<file path="config.mk">
export PLATFORM = sky130hd
export DESIGN_NAME = stream_dispatch_1to2_flat
export DESIGN_NICKNAME = d
export VERILOG_FILES = /design/src/rtl/stream_dispatch_1to2_pkg.sv /design/src/rtl/stream_dispatch_1to2_if.sv /design/src/rtl/dispatch_fifo2.sv /design/src/rtl/stream_dispatch_1to2.sv /design/src/flat_wrapper.sv
export SDC_FILE = /design/constraint.sdc
export NUM_CORES = 1
export LEC_CHECK = 0
export ABC_AREA = 1
export BUFFER_PORTS_ARGS = -buffer_cell sky130_fd_sc_hd__buf_2
export CAP_MARGIN = 20
export CORE_MARGIN = 2
export CORE_UTILIZATION = 45
export DETAILED_ROUTE_END_ITERATION = 10
export GPL_TIMING_DRIVEN = 0
export PLACE_DENSITY = 0.76
export SETUP_SLACK_MARGIN = 0.05
export SKIP_LAST_GASP = 1
export SLEW_MARGIN = 20
export SYNTH_ARGS = -nofsm -noshare
export SYNTH_HDL_FRONTEND = slang
export SYNTH_SLANG_ARGS = --single-unit
</file>
<file path="constraint.sdc">
create_clock -name clk -period 2.5 [get_ports clk]
set_input_delay 0.5 -clock clk [delete_from_list [all_inputs] [get_ports clk]]
set_output_delay 0.5 -clock clk [all_outputs]
set_load 0.01 [all_outputs]
</file>
<file path="src/rtl/stream_dispatch_1to2_pkg.sv">
// Shared types and defaults for the 1-to-2 stream dispatcher.
package dispatch_pkg;

  typedef enum logic {
    DEST0 = 1'b0,
    DEST1 = 1'b1
  } dest_t;

  localparam int MODE_SEL   = 0;
  localparam int MODE_RR    = 1;
  localparam int DEF_DATA_W = 8;
  localparam int DEF_CNT_W  = 16;

endpackage

</file>
<file path="src/rtl/stream_dispatch_1to2_if.sv">
// Handshake bundle between the dispatcher and its producer/consumers.
interface stream_dispatch_1to2_if
  import dispatch_pkg::*;
#(
  parameter int DATA_W = DEF_DATA_W,
  parameter int CNT_W  = DEF_CNT_W
);

  logic              in_valid;
  logic              in_ready;
  logic [DATA_W-1:0] in_data;
  logic              in_sel;
  logic [1:0]        out_valid;
  logic [1:0]        out_ready;
  logic [DATA_W-1:0] out_data0;
  logic [DATA_W-1:0] out_data1;
  logic [CNT_W-1:0]  cnt0;
  logic [CNT_W-1:0]  cnt1;

  modport slave (
    input  in_valid, in_data, in_sel, out_ready,
    output in_ready, out_valid, out_data0, out_data1, cnt0, cnt1
  );

  modport master (
    output in_valid, in_data, in_sel, out_ready,
    input  in_ready, out_valid, out_data0, out_data1, cnt0, cnt1
  );

endinterface

</file>
<file path="src/rtl/dispatch_fifo2.sv">
// Two-entry FIFO; head register keeps its last value once the FIFO drains.
module dispatch_fifo2
  import dispatch_pkg::*;
#(
  parameter int DATA_W = DEF_DATA_W
) (
  input  logic              clk,
  input  logic              rst_n,
  input  logic              push,
  input  logic [DATA_W-1:0] push_data,
  input  logic              pop,
  output logic [DATA_W-1:0] head_data,
  output logic              head_valid,
  output logic              full
);

  logic [DATA_W-1:0] head_q, head_d;
  logic [DATA_W-1:0] tail_q, tail_d;
  logic [1:0]        count_q, count_d;
  logic              do_push, do_pop;

  always_comb begin
    head_d  = head_q;
    tail_d  = tail_q;
    count_d = count_q;
    do_push = push && (count_q != 2'd2);
    do_pop  = pop && (count_q != 2'd0);
    if (do_push && do_pop) begin
      // At count 1 the new beat replaces the departing head directly.
      if (count_q == 2'd1) begin
        head_d = push_data;
      end else begin
        head_d = tail_q;
        tail_d = push_data;
      end
    end else if (do_pop) begin
      if (count_q == 2'd2) head_d = tail_q;
      count_d = count_q - 2'd1;
    end else if (do_push) begin
      if (count_q == 2'd0) head_d = push_data;
      else                 tail_d = push_data;
      count_d = count_q + 2'd1;
    end
  end

  always_ff @(posedge clk or negedge rst_n) begin
    if (!rst_n) begin
      head_q  <= '0;
      tail_q  <= '0;
      count_q <= 2'd0;
    end else begin
      head_q  <= head_d;
      tail_q  <= tail_d;
      count_q <= count_d;
    end
  end

  assign head_data  = head_q;
  assign head_valid = (count_q != 2'd0);
  assign full       = (count_q == 2'd2);

endmodule

</file>
<file path="src/rtl/stream_dispatch_1to2.sv">
// Routes one valid/ready stream to two buffered outputs by select or round-robin,
// keeping a wrapping beat count per output.
module stream_dispatch_1to2
  import dispatch_pkg::*;
#(
  parameter int DATA_W = DEF_DATA_W,
  parameter int MODE   = MODE_SEL,
  parameter int CNT_W  = DEF_CNT_W
) (
  input logic                   clk,
  input logic                   rst_n,
  stream_dispatch_1to2_if.slave bus
);

  dest_t      dest;
  logic       accept;
  logic       rr_ptr_q, rr_ptr_d;
  logic [1:0] push;
  logic [1:0] pop;
  logic [1:0] full;
  logic [1:0] head_valid;

  // in_ready looks only at the destination buffer, never at out_ready.
  always_comb begin
    dest       = (MODE == MODE_RR) ? dest_t'(rr_ptr_q) : dest_t'(bus.in_sel);
    accept     = bus.in_valid && !full[dest];
    push       = 2'b00;
    push[dest] = accept;
    rr_ptr_d   = rr_ptr_q;
    if ((MODE == MODE_RR) && accept) rr_ptr_d = ~rr_ptr_q;
  end

  always_ff @(posedge clk or negedge rst_n) begin
    if (!rst_n) rr_ptr_q <= 1'b0;
    else        rr_ptr_q <= rr_ptr_d;
  end

  for (genvar gi = 0; gi < 2; gi++) begin : g_out
    logic [DATA_W-1:0] head_data;
    logic [CNT_W-1:0]  cnt_q, cnt_d;

    assign pop[gi] = head_valid[gi] && bus.out_ready[gi];

    dispatch_fifo2 #(.DATA_W(DATA_W)) u_fifo (
      .clk       (clk),
      .rst_n     (rst_n),
      .push      (push[gi]),
      .push_data (bus.in_data),
      .pop       (pop[gi]),
      .head_data (head_data),
      .head_valid(head_valid[gi]),
      .full      (full[gi])
    );

    always_comb begin
      cnt_d = cnt_q;
      if (push[gi]) cnt_d = cnt_q + CNT_W'(1);
    end

    always_ff @(posedge clk or negedge rst_n) begin
      if (!rst_n) cnt_q <= '0;
      else        cnt_q <= cnt_d;
    end
  end

  assign bus.in_ready  = !full[dest];
  assign bus.out_valid = head_valid;
  assign bus.out_data0 = g_out[0].head_data;
  assign bus.out_data1 = g_out[1].head_data;
  assign bus.cnt0      = g_out[0].cnt_q;
  assign bus.cnt1      = g_out[1].cnt_q;

endmodule

</file>
<file path="src/flat_wrapper.sv">
// flat-port wrapper written by rule: the top's interface ports become plain ports
module stream_dispatch_1to2_flat import dispatch_pkg::*;
#(
  parameter int DATA_W = DEF_DATA_W,
  parameter int MODE   = MODE_SEL,
  parameter int CNT_W  = DEF_CNT_W
)
  (clk, rst_n, bus_in_valid, bus_in_data, bus_in_sel, bus_out_ready, bus_in_ready, bus_out_valid, bus_out_data0, bus_out_data1, bus_cnt0, bus_cnt1);
  stream_dispatch_1to2_if #(.DATA_W(DATA_W), .CNT_W(CNT_W)) bus_i ();
  input logic clk;
  input logic rst_n;
  input wire logic [$bits(bus_i.in_valid)-1:0] bus_in_valid;
  input wire logic [$bits(bus_i.in_data)-1:0] bus_in_data;
  input wire logic [$bits(bus_i.in_sel)-1:0] bus_in_sel;
  input wire logic [$bits(bus_i.out_ready)-1:0] bus_out_ready;
  output wire logic [$bits(bus_i.in_ready)-1:0] bus_in_ready;
  output wire logic [$bits(bus_i.out_valid)-1:0] bus_out_valid;
  output wire logic [$bits(bus_i.out_data0)-1:0] bus_out_data0;
  output wire logic [$bits(bus_i.out_data1)-1:0] bus_out_data1;
  output wire logic [$bits(bus_i.cnt0)-1:0] bus_cnt0;
  output wire logic [$bits(bus_i.cnt1)-1:0] bus_cnt1;
  assign bus_i.in_valid = bus_in_valid;
  assign bus_i.in_data = bus_in_data;
  assign bus_i.in_sel = bus_in_sel;
  assign bus_i.out_ready = bus_out_ready;
  assign bus_in_ready = bus_i.in_ready;
  assign bus_out_valid = bus_i.out_valid;
  assign bus_out_data0 = bus_i.out_data0;
  assign bus_out_data1 = bus_i.out_data1;
  assign bus_cnt0 = bus_i.cnt0;
  assign bus_cnt1 = bus_i.cnt1;
  stream_dispatch_1to2 #(.DATA_W(DATA_W), .MODE(MODE), .CNT_W(CNT_W)) u_core (.clk(clk), .rst_n(rst_n), .bus(bus_i));
endmodule
</file>
After elaboration in Yosys (flattened, before gate mapping)
Index checks and enable logic that the tools add are counted.

storage, ports and cells
  memory bits (writable) = 0
  bits of input ports = 14
  register bits after elaboration = 68
  ROM bits = 0
  memories kept = 0
  word-level logic and storage cells = 92
  bits in latches = 0

cells by class
  shift-type cells = 0
  bitwise gates (word level) = 3
  magnitude comparators = 2
  multiply operators = 0
  mux-type cells = 30
  add/sub/neg operators = 6
  equal/unequal tests = 14
  div/mod/pow operators = 0
  reduce and logical (&&, ||, !) cells = 29

operators by type and width
  operator                                                     count
  2-to-1 mux 8 bit                                             22
  adder 16 x 1 -> 16 bit (second input constant)               2
  inequality test 2 bit (second input constant)                6
  nonzero test 2 bit                                           6
  nonzero test 3 bit                                           4
  logical AND 1 bit                                            10
  2-to-1 mux 2 bit                                             4
  AND reduction 4 bit                                          2
  inequality test 3 x 2 -> 1 bit (second input constant)       2
  AND reduction 3 bit                                          2
  adder 2 x 1 -> 2 bit (second input constant)                 2
  == test 2 x 1 -> 1 bit (second input constant)               2
  == test 2 bit (second input constant)                        2
  logical NOT 2 bit                                            2
  inequality test 2 x 1 -> 1 bit (second input constant)       2
  AND reduction 2 bit                                          2
  subtractor 2 x 1 -> 2 bit (second input constant)            2
  2-to-1 mux 1 bit                                             3
  bitwise AND 2 bit                                            1
  less-than comparator 1 x 2 -> 1 bit (second input constant)  1
  inverter 1 bit                                               2
  demux 1 bit (select 1 bit)                                   1
  >= comparator 1 bit (second input constant)                  1
  logical NOT 1 bit                                            1

Logic depth before layout (Yosys ltp)
  word-level depth = 10
  gate-level depth with buffers = 14
  mapped depth without buffers = 13

Hierarchy
Synthesis repeated with hierarchy kept, for this count alone.

unflattened totals
  cell total of the unflattened synthesis = 545
  area total of the unflattened synthesis = 4013.8 sq um

by module, submodules not included
  module                cells an instance  area an instance (sq um)  instances  sequential area each (sq um)
  dispatch_fifo2        164                1133.6                    2          450.4
  stream_dispatch_1to2  217                1746.7                    1          800.8

Worst setup path before layout
No wires, ideal clock.

  path type = reg2reg
  start = register u_core.g_out[0].u_fifo.count_q[0]
  end = register u_core.g_out[0].u_fifo.tail_q[6]
  setup slack = 0.369 ns
  clock period less this slack = 2.131 ns
  arrival = 2.013 ns
  required time = 2.382 ns
  cell stages (with the launch flop) = 15
  cells stage by stage = dfrtp_1 inv_1 ha_1 nor2_1 nand2_2 inv_4 ha_1 inv_1 or2_1 buf_6 o21ai_2 nand2_4 buf_6 nand2_2 o21ai_2

on the way
  longest elaborated chain between the ends = 10
  elaborated cells between the ends (all ways) = 20
  classes of those cells = eq/ne: 6; mux: 3; bitwise: 1; reduce/logical: 10

ends and longest elaborated chain
  what                                                                  line                        source
  start: declaration                                                    dispatch_fifo2.sv:19        logic [1:0] count_q, count_d;
  start signal: assignment                                              dispatch_fifo2.sv:54        count_q <= count_d;
  == test 2 bit                                                         dispatch_fifo2.sv:60        assign full = (count_q == 2'd2);
  2-to-1 mux 1 bit (implied by the code) (2 in series)                  stream_dispatch_1to2.sv:26  accept = bus.in_valid && !full[dest];
  logical NOT 1 bit                                                     stream_dispatch_1to2.sv:26
  logical AND 1 bit                                                     stream_dispatch_1to2.sv:26
  bitwise AND 2 bit (no source line)                                    n/a
  logical AND 1 bit                                                     dispatch_fifo2.sv:26        do_push = push && (count_q != 2'd2);
  logical AND 1 bit                                                     dispatch_fifo2.sv:28        if (do_push && do_pop) begin
  inequality test 2 bit (no source line), or another cell as far along  n/a
  AND reduction 4 bit (no source line)                                  n/a
  end signal: assignment                                                dispatch_fifo2.sv:53        tail_q <= tail_d;
  end: declaration                                                      dispatch_fifo2.sv:18        logic [DATA_W-1:0] tail_q, tail_d;

Parallel ways exist; a longest one is shown, timed or not. The select of a mux whose other input is x is not followed.
A chain may end at the register's enable or synchronous reset.

Worst setup path in the final report
Same ends and word-level chain as after synthesis.

==> run summary <==
The flow ran to the end, and the final reports show no timing, DRC or antenna violations. The area share of the leading cell type in the synthesized netlist was 0.4587. Along the worst path, the maximum fanout reaches 10.

Summing internal, switching and leakage power gives 4.649 mW. The slew at the pin closest to its max-slew limit came out at 0.3207 ns. The critical path arrival is 2.51 ns, and the number of diodes is 0. The floorplan has 33 rows.

Routed wire length: 8247 um. The maximum number of buffers from clock root to sink was 2. Sorting the synthesized cells by how often they occur yields 159 x sky130_fd_sc_hd__nand2_1, 68 x sky130_fd_sc_hd__dfrtp_1, 52 x sky130_fd_sc_hd__nor2_1. The wire length per cell after detailed routing works out to 12.59 um.

The die is 94.80 um wide. The number of nets in the synthesized netlist is 491. The tree is rooted in a sky130_fd_sc_hd__clkbuf_8.

For the global-route congestion overflow total, the log shows 0. Beginning of the worst register-to-register path: u_core.g_out[0].u_fifo.count_q[0]. The critical path in this run is classified as reg2reg.

Across the run, the number of max-cap violations was 0. Walking the worst path, the cells encountered are inv_1 -> ha_2 -> nor2_2 -> nand2_4 -> inv_6 -> ha_1 -> inv_1 -> or2_1 -> buf_6 -> o21ai_2 -> nand2_4 -> buf_6 -> nand2_2 -> o21ai_2. The tools report the clock network fraction of design power as 0.242. TritonCTS built the clock tree. For the required time at the worst-slack endpoint, the log shows 2.74 ns.

The via total after detailed routing is 3198. The async set-or-reset flop fraction in the synthesized netlist is 1.000. Summing all multi-input logic gate instances after layout gives 1777 um2.

Setup violations remaining at the end of the flow were counted as 0. The total power density per cell area was 1029 nW/um2; the proportion of power drawn by flip-flops and latches was 0.377. The aggregate global-route resource usage is 0.1993, and the maximum level of the CTS H-tree is 3. Input and output buffers added on the ports amount to 64. In the post-synthesis netlist, the cell with the most instances is sky130_fd_sc_hd__nand2_1.

For the final core utilization, the log shows 0.5581. The synthesized cell area is 3710 um2. The synthesized design contains 68 register bits. Starting utilization of the core area: 0.4584. Measured in cells, the most critical reg-to-reg path has a length of 14.

The hold-fix buffer count after cts is 0. The die span in y was 94.80 um. Detailed placement ended at an HPWL of 6151 um. Setup repair after global routing could not meet its margin everywhere. In this run the power spent charging and discharging nets is 1.774 mW.

The first TritonRoute pass finished after 5 iterations. Relative to the synthesized area, the layout overhead comes to 21.75%. The tools report the number of top-level pins as 65. The timing-limited maximum frequency is 440.5 MHz. The CTS buffer count is 9, and the fill cell total of the finished layout is 772. For the area taken by flip-flops and latches, the log shows 1702 um2.

Share of the cycle needed by the critical path after routing: 0.9080. The number of pins with negative max-slew slack in the final report is 0, and the final weighted congestion in routability-driven placement is 0.8521. The average vias per placed instance is 4.882, and the stage delay of the slowest cell on the critical path is 0.38 ns. Reg-to-reg critical path endpoint: u_core.g_out[0].u_fifo.tail_q[6]. Counting flops with a built-in enable in the synthesized netlist gives 0.

Each instance of the synthesized netlist takes up on average 7.961 um2. The relative contribution of combinational cells to total power was 0.381; the iteration-0 DRC count of the detailed router was 142. The internal portion of the total power is 2.875 mW.

The initial antenna violation count came out at 0. Yosys mapped the design onto 30 distinct sky130hd cell types. The run gives 48 as the maximum number of pins on one net before global-route repair. The tools report the total clock sinks as 68. Sorting the synthesized cells by area gives the leading types as sky130_fd_sc_hd__dfrtp_1 46%, sky130_fd_sc_hd__nand2_1 16%, sky130_fd_sc_hd__nor2_1 5.3%. The run gives 0 as the number of hold violations in the final report.

The worst-case headroom to the max-slew limit was 0.7862. The worst setup path is captured at a register. The run gives 0.23 ns as the register-to-register setup slack. In the synthesized netlist the dominant register cell turns out to be sky130_fd_sc_hd__dfrtp_1. The clock arrives with 0.01400 ns of skew. The clock period could shrink to 2.270 ns. In this run the standard cell core region covers 8093 um2. The tools report the via count of the first global-routing pass as 3046. The fraction of the yosys area taken by sequential cells is 0.4587, and the switching power share of the total is 0.3816. The reported leakage power is 2.349 nW, and the post-layout worst setup margin is 0.2301 ns. The CTS clock-pin slew for the worst setup and hold paths works out to 0.07 ns.

The biggest area contributor in the post-synthesis netlist is sky130_fd_sc_hd__dfrtp_1. The tools report the pre-CTS setup slack as -0.002131 ns. The tools report the area enclosed by the die boundary as 8986 um2. The clock reaches the later pin of the worst-skew pair after 0.35 ns. Among all stages on the critical path, the largest delay is contributed by sky130_fd_sc_hd__dfrtp_1.

The count of nets left with antenna violations once routing finished came out at 0. The tightest min-delay check is of the in2async type. The worst setup path is launched from a register. After detailed routing, the number of remaining DRC violations is 0. IR analysis of the VDD net gives a maximum drop of 0.3699 mV. Synthesis produced a netlist whose cell count is 466. In the final design database the tool counted 570 nets. Global-route wire length before repair: 14010 um. The fraction of final layout cells with drive strength greater than 1 was 0.2418; the count of warnings emitted by yosys was 0.
[metrics by stage]
step | instances | instance area [um2] | hold WS [ns] | setup TNS (ns)
after CTS | 653 | 4477 | 0.04040 | 0
after global placement | 635 | 4161 | 0.4623 | 0
final | 655 | 4517 | 0.04175 | 0
after floorplan | 466 | 3710 | 0.2044 | 0
after detailed placement | 636 | 4192 | 0.4221 | -0.002131
after global routing | 655 | 4517 | 0.05075 | 0
[routing by layer]
layer / vias to the layer above / track usage / wire length [um]
met5: - / 0 / 0
met4: 0 / 0.08092 / 136
met3: 12 / 0.03432 / 307
met2: 62 / 0.3227 / 3952
met1: 1500 / 0.2648 / 3849
li1: 1624 / - / -
[power groups by stage]
stage | sequential [mW] | clock [mW] | combinational (mW)
2_1_floorplan | 1.81 | 0 | 1.09
3_3_place_gp | 1.75 | 0 | 1.65
3_5_place_dp | 1.77 | 0 | 1.71
4_1_cts | 1.75 | 1.15 | 1.76
5_1_grt | 1.80 | 1.20 | 2.03
6_report | 1.75 | 1.13 | 1.77
[layout make-up]
| type | count | share of cell area |
|---|---|---|
| multi-input cells | 341 | 0.3934 |
| flip-flops and latches | 68 | 0.3767 |
| repair buffers | 68 | 0.08532 |
| inverters | 47 | 0.04211 |
| clock buffers | 10 | 0.03047 |
| well taps | 105 | 0.02909 |
| clock inverters | 6 | 0.02465 |
| plain buffers | 10 | 0.01828 |
[worst max path at each step]
stage	from	end	slack (ns)	depth (start not counted)
floorplan	u_core.g_out[0].u_fifo.count_q[0]	u_core.g_out[0].u_fifo.tail_q[6]	0.37	14
global placement	u_core.g_out[1].u_fifo.count_q[0]	u_core.g_out[1].u_fifo.tail_q[7]	0.04	14
detailed placement	u_core.g_out[1].u_fifo.count_q[0]	u_core.g_out[1].u_fifo.tail_q[7]	-0.002	14
CTS	u_core.g_out[1].u_fifo.count_q[0]	u_core.g_out[1].u_fifo.head_data[6]	0.06	14
global route	u_core.g_out[1].u_fifo.count_q[0]	u_core.g_out[1].u_fifo.head_data[4]	0.04	14
finish	u_core.g_out[0].u_fifo.count_q[0]	u_core.g_out[0].u_fifo.tail_q[6]	0.23	14
[sequential cells by signal, summed over array words and instances, names as in the netlist]
| signal | count |
|---|---|
| u_core.g_out.u_fifo.tail_q | 16 |
| u_core.g_out.u_fifo.count_q | 4 |
| u_core.bus.cnt0 | 16 |
| u_core.bus.cnt1 | 16 |
| u_core.g_out.u_fifo.head_data | 16 |
[repair_timing]
item | CTS | global route
gates resized for setup | 5 | 7
buffers inserted | 1 | 2
setup endpoints to repair | 20 | 32
pin swaps | 1 | 1
[layout by cell type (no fill, tap or decap), types with 3 or more instances in the layout]
| master | n |
|---|---|
| sky130_fd_sc_hd__a21oi_1 | 10 |
| sky130_fd_sc_hd__buf_2 | 66 |
| sky130_fd_sc_hd__buf_4 | 6 |
| sky130_fd_sc_hd__bufinv_16 | 3 |
| sky130_fd_sc_hd__clkbuf_8 | 10 |
| sky130_fd_sc_hd__dfrtp_1 | 68 |
| sky130_fd_sc_hd__ha_1 | 9 |
| sky130_fd_sc_hd__inv_1 | 38 |
| sky130_fd_sc_hd__inv_2 | 6 |
| sky130_fd_sc_hd__nand2_1 | 159 |
| sky130_fd_sc_hd__nand2_2 | 5 |
| sky130_fd_sc_hd__nand3_1 | 11 |
| sky130_fd_sc_hd__nand3b_1 | 3 |
| sky130_fd_sc_hd__nand4_1 | 5 |
| sky130_fd_sc_hd__nor2_1 | 51 |
| sky130_fd_sc_hd__nor2_2 | 3 |
| sky130_fd_sc_hd__o211ai_1 | 8 |
| sky130_fd_sc_hd__o21ai_0 | 24 |
| sky130_fd_sc_hd__o21ai_1 | 6 |
| sky130_fd_sc_hd__o21ai_2 | 12 |
| sky130_fd_sc_hd__xnor2_1 | 8 |
| sky130_fd_sc_hd__xor2_1 | 14 |
[worst max-delay path, delay by kind of cell, from the launching register on]
kind / cells / cell delay (ns)
and+or+nand+nor: 5 / 0.64
AOI/OAI and AO/OA: 2 / 0.13
buffers and inverters: 5 / 0.59
DFF: 1 / 0.38
adders and majority gates: 2 / 0.42
[kinds of logic (layout without fill, tap and decap cells)]
logic type | count (synthesis) | after routing | share of synthesized area
AOI/OAI and AO/OA | 62 | 62 | 0.1073
xor gates and xnor gates | 22 | 22 | 0.05194
adders and majority gates | 11 | 11 | 0.03710
buffers and inverters | 57 | 141 | 0.06813
DFF | 68 | 68 | 0.4587
and+or+nand+nor | 246 | 246 | 0.2769
No activity file was read; power rests on OpenSTA's default activity.
